**config.mk**
```make
export PLATFORM = sky130hd
export DESIGN_NAME = response_controller
export DESIGN_NICKNAME = d
export VERILOG_FILES = /design/src/rtl/response_controller_pkg.sv /design/src/rtl/crc7_check.sv /design/src/rtl/response_controller.sv
export SDC_FILE = /design/constraint.sdc
export NUM_CORES = 1
export LEC_CHECK = 0
export BUFFER_PORTS_ARGS = -buffer_cell sky130_fd_sc_hd__buf_4
export CAP_MARGIN = 20
export CORE_MARGIN = 8
export CORE_UTILIZATION = 35
export CTS_CLUSTER_SIZE = 20
export DETAILED_ROUTE_END_ITERATION = 7
export GPL_ROUTABILITY_DRIVEN = 0
export GPL_TIMING_DRIVEN = 0
export PLACE_DENSITY_LB_ADDON = 0.3
export SLEW_MARGIN = 10
export SYNTH_ARGS = -nofsm -noshare
export SYNTH_HDL_FRONTEND = slang
export SYNTH_SLANG_ARGS = --single-unit
```
**constraint.sdc**
```tcl
create_clock -name iClock_SD -period 3.5 [get_ports iClock_SD]
set_input_delay 0.35 -clock iClock_SD [delete_from_list [all_inputs] [get_ports iClock_SD]]
set_output_delay 0.35 -clock iClock_SD [all_outputs]
set_load 0.02 [all_outputs]
```
**src/rtl/response_controller_pkg.sv**
```systemverilog
// Shared definitions for the SD response controller: FSM encoding,
// 48-bit response frame field positions and the CRC7 generator polynomial.
package response_controller_pkg;

    typedef enum logic [1:0] {
        ST_IDLE      = 2'd0,
        ST_WAIT_RESP = 2'd1,
        ST_CHECK     = 2'd2,
        ST_DONE      = 2'd3
    } state_t;

    localparam int START_BIT = 47;
    localparam int TX_BIT    = 46;
    localparam int INDEX_MSB = 45;
    localparam int INDEX_LSB = 40;
    localparam int ARG_MSB   = 39;
    localparam int ARG_LSB   = 8;
    localparam int CRC_MSB   = 7;
    localparam int CRC_LSB   = 1;
    localparam int END_BIT   = 0;

    // CRC covers start bit through the argument, i.e. frame bits [47:8]
    localparam int          CRC_DATA_WIDTH = START_BIT - ARG_LSB + 1;
    localparam logic [6:0]  CRC7_POLY      = 7'h09;

endpackage

```
**src/rtl/crc7_check.sv**
```systemverilog
// Combinational CRC7 (x^7 + x^3 + 1, initial value 0) over a 40-bit field,
// processed MSB first as the bits appear on the SD command line.
module crc7_check
    import response_controller_pkg::*;
(
    input  logic [CRC_DATA_WIDTH-1:0] data_i,
    output logic [6:0]                crc_o
);

    logic [6:0] crc;
    logic       feedback;

    always_comb begin
        crc      = '0;
        feedback = 1'b0;
        for (int i = CRC_DATA_WIDTH - 1; i >= 0; i--) begin
            feedback = data_i[i] ^ crc[6];
            crc      = {crc[5:0], 1'b0} ^ (feedback ? CRC7_POLY : 7'h00);
        end
        crc_o = crc;
    end

endmodule

```
**src/rtl/response_controller.sv**
```systemverilog
// SD response phase controller: waits for the deserialized response word,
// checks index/framing/CRC, captures the argument and reports completion.
module response_controller
    import response_controller_pkg::*;
#(
    parameter int TIMEOUT_CYCLES = 64,
    parameter int RESP_WIDTH     = 48
) (
    input  logic                  iClock_SD,
    input  logic                  iReset,
    input  logic                  iStart,
    input  logic                  iRespExpected,
    input  logic [5:0]            iCmdIndex,
    input  logic [RESP_WIDTH-1:0] iParallel,
    input  logic                  iComplete,
    output logic                  oEnable,
    output logic                  oBusy,
    output logic                  oDone,
    output logic [31:0]           oResponse,
    output logic                  oTimeoutErr,
    output logic                  oIndexErr,
    output logic                  oCrcErr,
    output logic                  oFrameErr
);

    localparam int CNT_W = (TIMEOUT_CYCLES > 1) ? $clog2(TIMEOUT_CYCLES) : 1;
    localparam logic [CNT_W-1:0] CNT_LAST = CNT_W'(TIMEOUT_CYCLES - 1);

    state_t                state_q, state_d;
    logic [CNT_W-1:0]      count_q, count_d;
    logic [RESP_WIDTH-1:0] word_q, word_d;
    logic [5:0]            index_q, index_d;
    logic [31:0]           response_q, response_d;
    logic                  enable_q, enable_d;
    logic                  timeout_err_q, timeout_err_d;
    logic                  index_err_q, index_err_d;
    logic                  crc_err_q, crc_err_d;
    logic                  frame_err_q, frame_err_d;
    logic [6:0]            crc_calc;

    crc7_check u_crc7_check (
        .data_i (word_q[START_BIT:ARG_LSB]),
        .crc_o  (crc_calc)
    );

    always_ff @(posedge iClock_SD or negedge iReset) begin
        if (!iReset) begin
            state_q       <= ST_IDLE;
            count_q       <= '0;
            word_q        <= '0;
            index_q       <= '0;
            response_q    <= '0;
            enable_q      <= 1'b0;
            timeout_err_q <= 1'b0;
            index_err_q   <= 1'b0;
            crc_err_q     <= 1'b0;
            frame_err_q   <= 1'b0;
        end else begin
            state_q       <= state_d;
            count_q       <= count_d;
            word_q        <= word_d;
            index_q       <= index_d;
            response_q    <= response_d;
            enable_q      <= enable_d;
            timeout_err_q <= timeout_err_d;
            index_err_q   <= index_err_d;
            crc_err_q     <= crc_err_d;
            frame_err_q   <= frame_err_d;
        end
    end

    always_comb begin
        state_d       = state_q;
        count_d       = count_q;
        word_d        = word_q;
        index_d       = index_q;
        response_d    = response_q;
        timeout_err_d = timeout_err_q;
        index_err_d   = index_err_q;
        crc_err_d     = crc_err_q;
        frame_err_d   = frame_err_q;

        case (state_q)
            ST_IDLE: begin
                if (iStart) begin
                    index_d       = iCmdIndex;
                    timeout_err_d = 1'b0;
                    index_err_d   = 1'b0;
                    crc_err_d     = 1'b0;
                    frame_err_d   = 1'b0;
                    count_d       = '0;
                    state_d       = iRespExpected ? ST_WAIT_RESP : ST_DONE;
                end
            end
            ST_WAIT_RESP: begin
                count_d = count_q + 1'b1;
                // A word arriving on the last allowed cycle still counts as a response
                if (iComplete) begin
                    word_d  = iParallel;
                    state_d = ST_CHECK;
                end else if (count_q == CNT_LAST) begin
                    timeout_err_d = 1'b1;
                    state_d       = ST_DONE;
                end
            end
            ST_CHECK: begin
                index_err_d = word_q[INDEX_MSB:INDEX_LSB] != index_q;
                frame_err_d = word_q[START_BIT] | word_q[TX_BIT] | ~word_q[END_BIT];
                crc_err_d   = word_q[CRC_MSB:CRC_LSB] != crc_calc;
                response_d  = word_q[ARG_MSB:ARG_LSB];
                state_d     = ST_DONE;
            end
            ST_DONE: begin
                state_d = ST_IDLE;
            end
            default: begin
                state_d = ST_IDLE;
            end
        endcase

        enable_d = (state_d == ST_WAIT_RESP);
    end

    assign oEnable     = enable_q;
    assign oBusy       = (state_q != ST_IDLE);
    assign oDone       = (state_q == ST_DONE);
    assign oResponse   = response_q;
    assign oTimeoutErr = timeout_err_q;
    assign oIndexErr   = index_err_q;
    assign oCrcErr     = crc_err_q;
    assign oFrameErr   = frame_err_q;

endmodule

```
# == Word level (Yosys, flattened, before mapping) ==
# Cells that the tools add are included.
# totals
regBits,99
inputBits,59
out_inout_bits,39
word_cells,165
# classes
n_addsub,1
n_eq_ne,10
mux,54
bitwise_logic,81
n_reduce_logical,9
# op_table
operator,n
7-bit XOR,38
4-bit two-way mux,40
1-bit XOR,38
6-bit case mux with 2 select lines,1
2-bit two-way mux,4
1-bit case mux with 2 select lines,4
2-bit case mux with 4 select lines,1
2-bit AND reduction,4
7-bit != test,1
7-bit by 4-bit XOR with 7-bit output,1
"6-bit by 1-bit adder with 6-bit output, second input constant",1
"6-bit equality test, second input constant",1
6-bit two-way mux,1
"2-bit != test, second input constant",3
6-bit != test,1
2-bit nonzero test,3
"2-bit by 1-bit equality test with 1-bit output, second input constant",2
"2-bit equality test, second input constant",2
4-bit AND reduction,1
1-bit two-way mux,3
2-bit logical NOT,1
1-bit OR,2
1-bit inverter,1
"1-bit XOR, second input constant",1

# == Longest topological paths before layout ==
# depth
word_depth,119
ltp_mapped,10

# == By module ==
# From an unflattened synthesis, not the netlist that was laid out.
# unflattened
hier_cells,398
area_unflattened_um2,4880.9
# by_module_without_submodules
module,instances,cells_per_inst,area_each_um2
response_controller,1,331,4025.1
crc7_check,1,67,855.8

# == Worst setup path before layout ==
# No wires, ideal clock.
# synth_path
path_kind,reg-to-reg
start,register word_q[47]
end,register crc_err_q (netlist: oCrcErr)
setup_ns,0.142
arrival_ns,2.567
required_time_ns,3.358
slack_ns,0.792
path_stages_with_launch,11
n_path_buf,1
period_less_slack_ns,2.708
cell_sequence,dfrtp_1 > buf_2 > xnor2_1 > xnor3_1 > xnor2_1 > xnor2_2 > xnor3_1 > xor2_1 > or2_0 > mux2i_1 > a41oi_2
# synth_between
elab_chain_len,60
elab_cells_between_ends,102
classes_between,eq/ne (1); mux (32); bitwise (69)
# synth_lines
element,line_no,text
from (decl),response_controller.sv:31,"logic [RESP_WIDTH-1:0] word_q, word_d;"
from (signal assigned),response_controller.sv:61,word_q <= word_d;
4-bit two-way mux (*),crc7_check.sv:18,"crc = {crc[5:0], 1'b0} ^ (feedback ? CRC7_POLY : 7'h00);"
7-bit XOR (*) (3 in series),crc7_check.sv:18,
1-bit XOR / 7-bit XOR (equally long branches),"crc7_check.sv:17, crc7_check.sv:18",
4-bit two-way mux / 7-bit XOR (equally long branches),crc7_check.sv:18,
7-bit XOR (*) (4 in series),crc7_check.sv:18,
1-bit XOR / 7-bit XOR (equally long branches),"crc7_check.sv:17, crc7_check.sv:18",
4-bit two-way mux / 7-bit XOR (equally long branches),crc7_check.sv:18,
7-bit XOR (*) (4 in series),crc7_check.sv:18,
[... 30 more ...],n/a,
1-bit XOR / 7-bit XOR (equally long branches),"crc7_check.sv:17, crc7_check.sv:18",
4-bit two-way mux / 7-bit XOR (equally long branches),crc7_check.sv:18,
7-bit XOR (*) (7 in series),crc7_check.sv:18,
1-bit XOR / 7-bit XOR (equally long branches),"crc7_check.sv:17, crc7_check.sv:18",
4-bit two-way mux / 7-bit XOR (equally long branches),crc7_check.sv:18,
7-bit by 4-bit XOR with 7-bit output (*),crc7_check.sv:18,
7-bit != test (*),response_controller.sv:109,crc_err_d = word_q[CRC_MSB:CRC_LSB] != crc_calc;
1-bit case mux with 2 select lines (*),response_controller.sv:83,case (state_q)
to (signal assigned),response_controller.sv:67,crc_err_q <= crc_err_d;
to (decl),response_controller.sv:37,"logic crc_err_q, crc_err_d;"
# Mark *: on every way between the ends. The rest lies on a longest branch, timed or not.
# A chain may end at the register's enable or synchronous reset.

# == Final worst setup path ==
# Same ends and word-level chain as after synthesis.

==> results.md <==
* Total negative slack at 0 ns
* Post-CTS Setup Inserts at 0
* Worst hold-check path type: input pin to flip-flop
* Synthesized area at 0.00478 mm²
* Post-synth top area share at 0.518
* Die W at about 130 µm
* WL/cell at 15.7 µm
* Post-DP HPWL at approximately 8.5 mm
* Syn Nets at 470
* CP max stage delay at between 0.4 and 0.5 ns
* Syn-to-layout area delta at 27.8%
* Fin nets at 580
* Die area at between 0.015 and 0.02 mm²
* Vias in the first global route at 3519
* Tightest Pin Transition at 0.676 ns
* Post-Route WL at 11.0 mm
* Num rows at between 40 and 50
* Pin count of the biggest net entering global routing at between 60 and 70
* Skew final at roughly 0.0051 ns
* Final setup fails at 0
* Yosys cell types at 32
* Max Clock Freq at roughly 0.34 GHz
* H-tree levels at 3
* Final slew viol count at 0
* Final cycle utilization of the critical path at 0.845
* Most common cell in the netlist: nand2_1
* Longest Clk Path Bufs at 2
* Iter 0 DRT Violations at between 200 and 250
* Cells after Synth at 410
* Cells along the critical path: buf_2 -> xnor2_1 -> xnor3_1 -> xnor2_1 -> xnor2_1 -> xnor3_1 -> xor2_1 -> or2_0 -> mux2i_1 -> a41oi_2
* Multi-input logic area at 0.00223 mm²
* Synth Flop Type: dfrtp_1
* Top cells by area, synth: dfrtp_1, mux2_2, nand2_1
* Syn_area_per_cell at 11.7 µm²
* Worst-path fanout max at 5
* Final setup margin at about 0.54 ns
* Clock transition at the registers of the reported paths at approximately 0.060 ns
* Number of synthesized register bits at between 90 and 100
* # IOs at between 90 and 100
* Initial antenna violation count at 0
* Reg2Reg Setup Slack at about 0.54 ns
* Worst slack at placement at about 0.53 ns
* Status: finished, final reports clean
* Crit start category: flip-flop
* First-pass GRT wire length at 18.2 mm
* GR Overflow Total at 0
* ANT cells at 0
* DRT antenna net count at 0
* DR vias/cell at roughly 4.5
* Min Tclk post-route at 2.96 ns
* Hold Worst Slack at 0.207 ns
* Latest clock arrival within the worst-skew pair at around 0.35 ns
* Port Buf Inserts at 97
* Total CTS buffers at 9
* Most frequent CP cell: xnor2_1
* Data required, critical path at 3.70 ns
* Max-capacitance violation count at 0
* Seq. cell area at 0.00248 mm²
* Crit path capture type: flip-flop
* Cell taking the most area after synthesis: dfrtp_1
* Worst EP arrival at 3.15 ns
* Post-synth top cells: nand2_1, dfrtp_1, mux2_2
* Drt drc at 0
* Router iterations before antenna repair at 4
* Core box area at 0.0133 mm²
* Number of hold violations in the final report at 0
* Starting Density at 0.359
* YS warnings at 0
* CTS sink cnt at 99
* RSZ-0062 raised after global routing: no
* CP max stage cell: xnor3_1
* Fill cell count at 1261
* Slew headroom at 0.549
* Layout cells sized above 1 at 0.347
* Critical path class: flip-flop to flip-flop
* Die extent in y at 133 µm
* CTS tree: built
* Via count at ~3200
* Post-synth EDFFs at 0
* GRT Resource Usage Total at 0.131
* Post-synth ARST share at 1.00
* Register area share after synthesis at 0.518
* Root Buffer: clkbuf_16
==> flip-flops by register name, indices dropped and copies added, names as in the netlist, 2 cells and up <==
| register | flops |
|---|---|
| word_q | 48 |
| state_q | 2 |
| count_q | 6 |
| oResponse | 32 |
| index_q | 6 |
==> metrics by stage <==
step	std cells	utilization	cell area (µm²)
final	701	0.459	6110
after global placement	683	0.431	5730
after detailed placement	684	0.433	5750
after CTS	701	0.459	6110
after global routing	701	0.459	6110
after floorplan	410	-	4780
==> cell type report <==
cell class              count  area share
multi-input cells         292       0.364
clock buffers              11      0.0397
plain buffers              17      0.0111
flip-flops and latches     99       0.406
clock inverters             5      0.0164
well taps                 176      0.0361
repair buffers             99       0.125
inverters                   2     0.00123
==> final timing paths <==
| check | from | end | cells past startpoint |
|---|---|---|---|
| max reg2reg | word_q[47] | oCrcErr | 10 |
| max | word_q[47] | oCrcErr | 10 |
| min | iStart | oTimeoutErr | 2 |
| min reg2reg | oResponse[13] | oResponse[13] | 2 |
| max in group asynchronous | iReset | oResponse[27] | 3 |
| min in group asynchronous | iReset | oResponse[2] | 2 |
==> cells in the final DEF (no fill, tap or decap), types with 6 or more instances in the layout <==
master	instances
buf_4	97
nor2_1	8
xnor2_1	42
xor2_1	16
nand2_1	108
xnor2_2	8
clkbuf_16	9
clkbuf_1	13
a21oi_1	6
mux2_2	54
xnor3_1	10
o21ai_0	9
dfrtp_1	99
==> routing by layer <==
metal | global-route usage | vias up | share of wire
met3 | 0.0405 | 10 | 0.052
met5 | 0 | - | 0
li1 | - | 1562 | -
met4 | 0.0473 | 0 | 0.014
met2 | 0.213 | 71 | 0.48
met1 | 0.161 | 1517 | 0.45
==> critical path, delay by kind of cell, from the launching register on <==
| family | cells | cell delay [ns] |
|---|---|---|
| compound gates | 1 | 0.12 |
| xor+xnor | 6 | 1.76 |
| buf+inv | 1 | 0.17 |
| flops | 1 | 0.36 |
| mux | 1 | 0.17 |
| simple gates | 1 | 0.22 |
==> logic make-up after synthesis <==
logic type	share of synthesized area
AOI/OAI and AO/OA	0.0285
DFF	0.518
adders and majority gates	0.00262
muxes	0.136
and+or+nand+nor	0.113
buffers and inverters	0.0157
xor gates and xnor gates	0.186
==> timing repair <==
item,4_1_cts,5_1_grt
resized for setup,0,0
hold endpoints to repair,3,0
hold buffers,1,0
endpoints found under the setup margin,0,0
Power is not shown: default switching activity piles up to over one toggle a cycle in this logic, so the estimate is an artifact.
